$ cat config.mk
export PLATFORM = sky130hd
export DESIGN_NAME = eq_gain_ctrl
export DESIGN_NICKNAME = d
export VERILOG_FILES = /design/src/rtl/eq_pkg.sv /design/src/rtl/eq_prio_pick.sv /design/src/rtl/eq_gain_ctrl.sv
export SDC_FILE = /design/constraint.sdc
export NUM_CORES = 1
export LEC_CHECK = 0
export CORE_ASPECT_RATIO = 1.4
export CORE_UTILIZATION = 40
export DETAILED_ROUTE_END_ITERATION = 16
export GPL_TIMING_DRIVEN = 0
export PLACE_DENSITY = 0.61
export SLEW_MARGIN = 20
export SYNTH_ARGS = -nofsm -noshare
export SYNTH_HDL_FRONTEND = slang
export SYNTH_SLANG_ARGS = --single-unit
$ cat constraint.sdc
create_clock -name i_clk -period 6.2 [get_ports i_clk]
set_input_delay 1.86 -clock i_clk [delete_from_list [all_inputs] [get_ports i_clk]]
set_output_delay 1.86 -clock i_clk [all_outputs]
set_load 0.01 [all_outputs]
$ cat src/rtl/eq_pkg.sv
// -----------------------------------------------------------------------------
// eq_pkg
// Shared types and defaults for the EQ gain controller.
//   gain_t      : signed 16-bit gain in dB
//   state_t     : issue sequencer states
//   GAIN_*_DB   : default gain limits
//   BIQUAD_SET_GAP : cycles between consecutive set strobes
//   sat_step()  : +/-1 step with saturation, computed in 17 bits
// -----------------------------------------------------------------------------
package eq_pkg;

    typedef logic signed [15:0] gain_t;

    typedef enum logic [1:0] {
        S_IDLE,
        S_ISSUE,
        S_GAP
    } state_t;

    localparam int GAIN_MIN_DB    = -12;
    localparam int GAIN_MAX_DB    = 12;
    localparam int BIQUAD_SET_GAP = 4;

    // One step up or down, clamped to [gmin, gmax]. The extra bit keeps the
    // intermediate result from wrapping at the 16-bit boundaries.
    function automatic gain_t sat_step(input gain_t g, input logic up,
                                       input int gmin, input int gmax);
        logic signed [16:0] s;
        s = $signed({g[15], g}) + (up ? 17'sd1 : -17'sd1);
        if (int'(s) > gmax) begin
            return gain_t'(gmax);
        end else if (int'(s) < gmin) begin
            return gain_t'(gmin);
        end
        return gain_t'(s[15:0]);
    endfunction

endpackage

$ cat src/rtl/eq_prio_pick.sv
// -----------------------------------------------------------------------------
// eq_prio_pick
// Combinational lowest-index picker over the dirty vector.
//   dirty_i : one bit per band, 1 = band needs a set request
//   idx_o   : lowest set index (0 when nothing is set)
//   valid_o : 1 when any bit of dirty_i is set
// -----------------------------------------------------------------------------
module eq_prio_pick #(
    parameter int N_BANDS = 5,
    parameter int BW      = (N_BANDS > 1) ? $clog2(N_BANDS) : 1
) (
    input  logic [N_BANDS-1:0] dirty_i,
    output logic [BW-1:0]      idx_o,
    output logic               valid_o
);

    // Scan from the top down so the last hit is the lowest index.
    always_comb begin
        idx_o   = '0;
        valid_o = 1'b0;
        for (int i = N_BANDS - 1; i >= 0; i--) begin
            if (dirty_i[i]) begin
                idx_o   = BW'(i);
                valid_o = 1'b1;
            end
        end
    end

endmodule

$ cat src/rtl/eq_gain_ctrl.sv
// -----------------------------------------------------------------------------
// eq_gain_ctrl
// Holds the user gain of every EQ band, applies button pulses as saturating
// +/-1 dB steps and pushes changed gains to the biquad filters one band at a
// time, spacing the set strobes so each filter finishes recomputing first.
//   i_clk, i_rst_n : clock, asynchronous active-low reset
//   i_up / i_down  : step selected band gain (both together = ignored)
//   i_next/i_prev  : move selection with wrap (both together = ignored)
//   i_clear        : all nonzero gains to 0 (wins over i_up/i_down)
//   o_band         : selected band
//   o_band_gain    : gain of the selected band
//   o_set          : one-hot, one-cycle set strobe per filter
//   o_gain         : gain bus shared by the filters, valid with o_set
//   o_busy         : sequence in progress or any band still dirty
// -----------------------------------------------------------------------------
module eq_gain_ctrl
    import eq_pkg::*;
#(
    parameter int N_BANDS  = 5,
    parameter int GAIN_MIN = GAIN_MIN_DB,
    parameter int GAIN_MAX = GAIN_MAX_DB,
    parameter int SET_GAP  = BIQUAD_SET_GAP,
    parameter int BW       = (N_BANDS > 1) ? $clog2(N_BANDS) : 1
) (
    input  logic               i_clk,
    input  logic               i_rst_n,
    input  logic               i_up,
    input  logic               i_down,
    input  logic               i_next,
    input  logic               i_prev,
    input  logic               i_clear,
    output logic [BW-1:0]      o_band,
    output logic [15:0]        o_band_gain,
    output logic [N_BANDS-1:0] o_set,
    output logic [15:0]        o_gain,
    output logic               o_busy
);

    localparam int CW = (SET_GAP > 2) ? $clog2(SET_GAP) : 1;
    localparam logic [N_BANDS-1:0] ONE_HOT0 = N_BANDS'(1);

    gain_t               gain_q [N_BANDS];
    gain_t               gain_d [N_BANDS];
    logic [N_BANDS-1:0]  chg;
    logic [N_BANDS-1:0]  dirty_q, dirty_d;
    logic [BW-1:0]       band_q, band_d;

    state_t              state_q;
    logic [CW-1:0]       cnt_q;
    logic [BW-1:0]       issue_q;
    logic [N_BANDS-1:0]  set_q;
    gain_t               gain_out_q;

    logic [BW-1:0]       pick_idx;
    logic                pick_valid;
    logic                step_en;

    assign step_en = i_up ^ i_down;

    // -------------------------------------------------------------------------
    // Per-band next gain and change flag. A band counts as changed only when
    // its stored value really moves, so saturated presses stay silent.
    // -------------------------------------------------------------------------
    for (genvar gi = 0; gi < N_BANDS; gi++) begin : g_band
        logic  sel;
        gain_t stepped;

        assign sel     = (band_q == BW'(gi));
        assign stepped = sat_step(gain_q[gi], i_up, GAIN_MIN, GAIN_MAX);

        assign chg[gi] = i_clear ? (gain_q[gi] != '0)
                                 : (step_en && sel && (stepped != gain_q[gi]));

        assign gain_d[gi] = !chg[gi] ? gain_q[gi]
                          : (i_clear ? gain_t'(0) : stepped);
    end

    // Selection moves at the same edge a gain pulse lands on the old band.
    always_comb begin
        band_d = band_q;
        if (i_next && !i_prev) begin
            band_d = (band_q == BW'(N_BANDS - 1)) ? '0 : band_q + 1'b1;
        end else if (i_prev && !i_next) begin
            band_d = (band_q == '0) ? BW'(N_BANDS - 1) : band_q - 1'b1;
        end
    end

    // The issued band is cleared at the ISSUE exit edge, but a change landing
    // on that same edge re-dirties it so the newest value is sent later.
    always_comb begin
        dirty_d = dirty_q;
        if (state_q == S_ISSUE) begin
            dirty_d[issue_q] = 1'b0;
        end
        dirty_d = dirty_d | chg;
    end

    always_ff @(posedge i_clk or negedge i_rst_n) begin
        if (!i_rst_n) begin
            for (int i = 0; i < N_BANDS; i++) begin
                gain_q[i] <= '0;
            end
            dirty_q <= '0;
            band_q  <= '0;
        end else begin
            for (int i = 0; i < N_BANDS; i++) begin
                gain_q[i] <= gain_d[i];
            end
            dirty_q <= dirty_d;
            band_q  <= band_d;
        end
    end

    eq_prio_pick #(
        .N_BANDS (N_BANDS),
        .BW      (BW)
    ) u_pick (
        .dirty_i (dirty_q),
        .idx_o   (pick_idx),
        .valid_o (pick_valid)
    );

    // -------------------------------------------------------------------------
    // Issue sequencer. o_set/o_gain are loaded on the edge entering S_ISSUE,
    // using gain_d so the bus carries the value the band holds during the
    // strobe cycle even if it was stepped on that very edge.
    // The gap counter leaves S_GAP on the edge where it would reach zero, so
    // strobes are SET_GAP cycles apart (ISSUE + GAP cycles + one IDLE).
    // -------------------------------------------------------------------------
    always_ff @(posedge i_clk or negedge i_rst_n) begin
        if (!i_rst_n) begin
            state_q    <= S_IDLE;
            cnt_q      <= '0;
            issue_q    <= '0;
            set_q      <= '0;
            gain_out_q <= '0;
        end else begin
            set_q <= '0;
            case (state_q)
                S_IDLE: begin
                    if (pick_valid) begin
                        state_q    <= S_ISSUE;
                        issue_q    <= pick_idx;
                        set_q      <= ONE_HOT0 << pick_idx;
                        gain_out_q <= gain_d[pick_idx];
                    end
                end
                S_ISSUE: begin
                    state_q <= S_GAP;
                    cnt_q   <= CW'(SET_GAP - 2);
                end
                S_GAP: begin
                    if (cnt_q <= CW'(1)) begin
                        state_q <= S_IDLE;
                        cnt_q   <= '0;
                    end else begin
                        cnt_q <= cnt_q - 1'b1;
                    end
                end
                default: begin
                    state_q <= S_IDLE;
                end
            endcase
        end
    end

    assign o_band      = band_q;
    assign o_band_gain = gain_q[band_q];
    assign o_set       = set_q;
    assign o_gain      = gain_out_q;
    assign o_busy      = (state_q != S_IDLE) | (|dirty_q);

endmodule
==> results.cfg, run 1 <==
[synth]
ys_seq_area_frac = 0.242
synth-seq-cells = 116
synth_flop_cell = dfrtp_1
syn_area_sq_um = 12000
ys_warn_count = 0
synthArstFlopShare = 1.00
synthesis.nets = 1542
synthCells = 1438
synth.distinct_cells = 99
synth_edf_count = 0
synth_top_cell_by_area = dfrtp_1
syn_area_per_cell_sq_um = 8.34
synth_top_area_share = 0.242
yosys-top-cells-area = dfrtp_1 24%, ha_1 9.6%, mux2i_1 4.0%

[route]
dr.pass1.iters = 5
viasPerCell = 6.33
ant_nets = 0
drc = 0
post_drt_wl_per_cell_um = 21.1
routed_wl_um = 40200
vias = 12050
drt_iter0_drc = 846

[placed_design]
gp_congestion = 0.924
post-dp-hpwl_um = 31200
portBuffers = 46
dp_cells = 1867

[critical_path]
r2r_setup_slack_ns = 1.94
cpPeakStageDelay_ns = 0.45
slowest_stage = a2111o_1
arrival_ns = 6.14
cp_max_fo = 31
critPathCaptureType = flip-flop
required_ns = 6.49
path_cells = clkbuf_2 -> clkinvlp_4 -> buf_4 -> buf_12 -> ha_1 -> buf_2 -> a21oi_1 -> o21ai_0 -> a2111o_1 -> nand4_1 -> o2111ai_1 -> nor4b_4 -> o2bb2a_1 -> or2_2 -> mux2i_1 -> or3_1 -> a31oi_1
worstSetupPathType = input port to flip-flop
start_kind = input port

[grt]
gr-total-overflow = 0
grt_pass1_vias = 11657
grt_pass1_wl_um = 62900
grt_usage = 0.264
antenna_found_initial = 0
grt_max_degree = 67

[sta]
min_period_ns = 5.85
fmax_ghz = 0.171
worstMarginPinSlew_ns = 0.930
hold_violations = 0
fin_crit_sh = 0.943
fin_setup_tns_ns = 0
clock_skew_ns = 0.0132
setup_violations = 0
slew_viol_final = 0
max-slew-margin-rel = 0.378
rsz0062_at_grt = false

[floorplanning]
fp.dieH_um = 207
die-area_sq_um = 30700
start_util = 0.409
core_sq_um = 29400
die_w_um = 148
ioPinCount = 48
rows = 74

[final_layout]
utilization = 0.465
fillers = 2866
layoutNonFillerInstCount = 1903
syn_to_final_growth_pct = 13.9
drive_gt1_frac = 0.0952
finalNetCount = 1614
n_antenna_cell = 0

[cts]
cts_hold_buffers = 0
worstSkewPairLatency_ns = 0.44
cts_max_path_buffers = 2
cts_tree = built
tritoncts_num_sinks = 116
ctsHtreeMaxLevel = 4
cts_root_buffer = clkbuf_16
clk_pin_slew_ns = 0.06
numCtsBuffers = 17

[pwr]
leakagePower_nw = 6.16
power_per_cell_area_nw_per_um2 = 331
ir_worst_vdd_uv = 214

[status]
status = completed

[run]
maxCapViolCount = 0

[min_path]
min_path_type = flip-flop to flip-flop
[cell usage in the layout (no fill, tap or decap), types with 8 or more instances in the layout]
| cell type | n |
|---|---|
| a211o_1 | 8 |
| a211oi_1 | 15 |
| a21o_1 | 58 |
| a21oi_1 | 91 |
| a221oi_2 | 26 |
| a31oi_1 | 8 |
| and2_1 | 14 |
| and3_1 | 17 |
| buf_2 | 13 |
| clkbuf_1 | 41 |
| clkbuf_16 | 17 |
| clkdlybuf4s50_1 | 44 |
| dfrtp_1 | 116 |
| ha_1 | 92 |
| inv_1 | 53 |
| mux2i_1 | 48 |
| nand2_1 | 117 |
| nand2b_1 | 12 |
| nand3_1 | 42 |
| nand3b_1 | 9 |
| nand4_1 | 49 |
| nor2_1 | 119 |
| nor2b_1 | 15 |
| nor3_1 | 35 |
| nor4_1 | 29 |
| o2111ai_1 | 20 |
| o211ai_1 | 26 |
| o21a_1 | 24 |
| o21ai_0 | 81 |
| o22ai_1 | 27 |
| or3_1 | 15 |
| or4_1 | 8 |
| xnor2_1 | 17 |
| xor2_1 | 22 |
[worst paths after layout]
path,depth (start not counted),start,to
worst max-delay path,17,i_up,o_gain[2]
worst min-delay path,2,cnt_q[0],cnt_q[0]
worst max register to register,13,gain_q[64],o_gain[11]
worst min register to register,2,cnt_q[0],cnt_q[0]
max in group asynchronous,2,i_rst_n,gain_q[17]
min in group asynchronous,1,i_rst_n,gain_q[11]
[worst max-delay path: cells and delay by family]
family          cells  cell delay [ns]
compound gates      6             1.61
simple gates        4             1.01
buf+inv             5             0.97
mux                 1             0.34
fa+ha+maj           1             0.31
[flip-flops by register name, indices dropped and copies added (netlist names)]
register / count
issue_q: 3
o_gain: 16
cnt_q: 2
state_q: 2
gain_q: 80
o_band: 3
o_set: 5
dirty_q: 5
[layer usage]
layer  up-vias  track usage  wire (um)
met5         -            0          0
met4         0        0.127       1750
met3       113       0.0292       1980
met2       411        0.485      20400
met1      5820        0.302      16000
li1       5706            -          -
[cell families after synthesis]
family / after synthesis / synth area share
DFF: 116 / 0.242
buffers and inverters: 123 / 0.0442
adders and majority gates: 97 / 0.104
xor gates and xnor gates: 40 / 0.0292
muxes: 52 / 0.0444
AOI/OAI and AO/OA: 495 / 0.314
and+or+nand+nor: 515 / 0.222
[where the power goes]
group / total (mW) / internal, mW / switching (mW)
clock network: 1.00 / 0.605 / 0.395
logic: 2.38 / 0.942 / 1.44
registers: 1.13 / 0.883 / 0.248
[per-stage QoR]
step	area [sq um]	total power [mW]	setup WS [ns]	hold WS [ns]
final	13700	4.51	0.354	0.494
after global routing	13700	4.79	0.132	0.534
after CTS	13600	4.48	0.0851	0.498
after detailed placement	13000	3.47	-0.930	0.485
after global placement	12900	3.44	-2.02	0.466
after floorplan	12000	2.75	-0.00822	0.440
[synth_stat cells, types with 8 or more instances]
master     instances
a211o_1            8
a211oi_1          15
a21o_1            58
a21oi_1           91
a221oi_2          25
a31oi_1            9
and2_1            14
and3_1            17
buf_2             13
clkbuf_1          43
dfrtp_1          116
ha_1              92
inv_1             54
mux2i_1           48
nand2_1          117
nand2b_1          12
nand3_1           42
nand3b_1           9
nand4_1           49
nor2_1           119
nor2b_1           15
nor3_1            35
nor4_1            30
o2111ai_1         20
o211ai_1          26
o21a_1            24
o21ai_0           81
o22ai_1           27
or3_1             15
or4_1              8
xnor2_1           17
xor2_1            23
[layout make-up]
type / count / area, sq um / share of cell area
Sequential cell: 116 / 2900 / 0.213
Timing Repair inverter: 1 / 7.51 / 0.000550
Inverter: 54 / 206 / 0.0151
Clock inverter: 14 / 153 / 0.0112
Tap cell: 380 / 475 / 0.0348
Clock buffer: 18 / 439 / 0.0322
Multi-Input combinational cell: 1199 / 8600 / 0.629
Buffer: 69 / 330 / 0.0242
Timing Repair Buffer: 52 / 547 / 0.0400
[repair_timing]
action	CTS	global route
pin swaps	1	0
cloned	1	0
buffers inserted	3	0
resized for setup	4	9
endpoints found under the setup margin	59	35
Power figures use the tool's default switching activity.
==> inputs of run 2 (changes only) <==
==> constraint.sdc (replaced) <==
create_clock -name i_clk -period 7.3 [get_ports i_clk]
set_input_delay 2.19 -clock i_clk [delete_from_list [all_inputs] [get_ports i_clk]]
set_output_delay 2.19 -clock i_clk [all_outputs]
set_load 0.01 [all_outputs]
==> run 2 against run 1 <==
Clock power decreased by 21%; total power decreased by 16%; final cell count decreased by 0.32%; clock skew increased by 0.0016 ns; sequential power decreased by 15%; sequential share of layout area increased by 0.18 points; hold slack got worse by 0.012 ns; sequential cell count unchanged; combinational power decreased by 15%; largest power group unchanged.
==> results.cfg, run 2 (synthesis results as in run 1) <==
[grt]
gr-usage-met2 = 0.484
grt_pass1_vias = 11659
top_usage_layer = met2
grt_max_degree = 80
grt.met3_usage = 0.0325
antenna_found_initial = 0
grt_pass1_wl_um = 62900
grt_usage = 0.264
met1_usage = 0.302
gr-total-overflow = 0

[placed_design]
gp_congestion = 0.898
dp_slack_ns = 0.0547
portBuffers = 46
post-dp-hpwl_um = 31300

[final_layout]
max_flop_register = gain_q
syn_to_final_growth_pct = 12.9
final_cell_mix = 119 x nor2_1, 117 x nand2_1, 116 x dfrtp_1
largest_register_ff_count = 80
regArea_sq_um = 2900
n_antenna_cell = 0
fillers = 2895
drive_gt1_frac = 0.0850
utilization = 0.461
finalNetCount = 1609
multiInputGateArea_sq_um = 8560
final_common_cell = nor2_1

[cts]
post_cts_resized = 0
clk_pin_slew_ns = 0.05
numCtsBuffers = 17
ctsHtreeMaxLevel = 4
cts_root_buffer = clkbuf_16
post-cts-setup-buffers = 0
cts_hold_buffers = 0
tritoncts_num_sinks = 116
worstSkewPairLatency_ns = 0.44
cts_tree = built
cts_max_path_buffers = 2

[route]
viasPerCell = 6.28
drc = 0
post_drt_wl_per_cell_um = 21.2
ant_nets = 0
routed_wl_um = 40200
vias = 11909
drt_iter0_drc = 909
dr.pass1.iters = 5

[critical_path]
cp_max_fo = 48
cpPeakStageDelay_ns = 0.53
cp_common_cell = a221oi_2
required_ns = 7.62
arrival_ns = 7.13
path_cells = clkdlybuf4s50_1 -> inv_4 -> buf_16 -> ha_1 -> buf_2 -> a21o_1 -> a221oi_4 -> a2bb2oi_1 -> xor2_1 -> nor3_1 -> nand4_1 -> a2111oi_4 -> nand3b_1 -> o221a_4 -> buf_8 -> a221oi_2 -> a221oi_2
cp_top_family = compound AO/OA/AOI/OAI gates
critPathCaptureType = flip-flop
path_buf_inv = 5
start_kind = input port
worstSetupPathType = input port to flip-flop
slowest_stage = clkdlybuf4s50_1

[floorplanning]
fp.dieH_um = 207
core_sq_um = 29400
die_w_um = 148
ioPinCount = 48
start_util = 0.409
die-area_sq_um = 30700
rows = 74

[pwr]
p_total_mw = 3.77
ir_worst_vdd_uv = 172
power_per_cell_area_nw_per_um2 = 278
leakagePower_nw = 6.11

[sta]
min_period_ns = 6.81
worstMarginPinSlew_ns = 1.03
setup_violations = 0
setup_slack_ns = 0.493
clock_skew_ns = 0.0148
max-slew-margin-rel = 0.308
timing.hold.ws_ns = 0.482
hold_violations = 0
fmax_ghz = 0.147
fin_crit_sh = 0.932
rsz0062_at_grt = false
slew_viol_final = 0
fin_setup_tns_ns = 0

[run]
maxCapViolCount = 0

[min_path]
min_path_type = flip-flop to flip-flop

[status]
status = completed
==> run 2: changes by cell type in the layout (fill, tap and decap cells not counted), moves of 2 or more <==
cell / before / now
buf_4: 4 / 1
clkbuf_1: 41 / 44
clkbuf_2: 3 / 0
buf_12: 2 / 0
inv_6: 3 / 1
==> run 2: worst register-to-register path, stage by stage (launching register included) <==
cell and delay, ns:
dfrtp_1 0.62, ha_1 0.33, buf_6 0.14, and3_1 0.21
a221oi_4 0.48, a2bb2oi_1 0.42, xor2_1 0.15, nor3_1 0.28
nand4_1 0.24, a2111oi_4 0.49, nand3b_1 0.19, o221a_4 0.22
buf_8 0.16, a221oi_2 0.07, a221oi_2 0.31
==> run 2: metrics by stage <==
step | instance area, sq um | std cells
after global placement | 12900 | 1864
after floorplan | 12000 | 1438
after global routing | 13500 | 1897
after CTS | 13500 | 1897
final | 13500 | 1897
after detailed placement | 13000 | 1866
==> run 2: path summary, 6_finish.rpt <==
kind / start / to / slack, ns / depth (start not counted)
max in group asynchronous: i_rst_n / gain_q[67] / 4.91 / 2
hold / removal: cnt_q[1] / cnt_q[1] / 0.48 / 2
setup reg to reg: gain_q[21] / o_gain[15] / 2.88 / 14
min in group asynchronous: i_rst_n / gain_q[27] / 1.66 / 1
setup / recovery: i_up / o_gain[15] / 0.49 / 17
hold reg to reg: cnt_q[1] / cnt_q[1] / 0.48 / 2
==> run 2: area by class of cell <==
cell class,instances,area share
buffer,69,0.0242
clock buffer,19,0.0327
clock inverter,12,0.00804
inverter,54,0.0152
multi-input combinational,1199,0.632
sequential,116,0.214
tap,380,0.0351
timing repair buffer,48,0.0382
==> run 2: power breakdown <==
part	switching, mW	internal (mW)
Combinational	1.23	0.795
Sequential	0.209	0.750
Clock	0.316	0.474
==> run 2: metal layers <==
| metal | wire [um] | vias up |
|---|---|---|
| li1 | - | 5682 |
| met1 | 16100 | 5757 |
| met2 | 20600 | 369 |
| met3 | 1750 | 101 |
| met4 | 1730 | 0 |
| met5 | 0 | - |
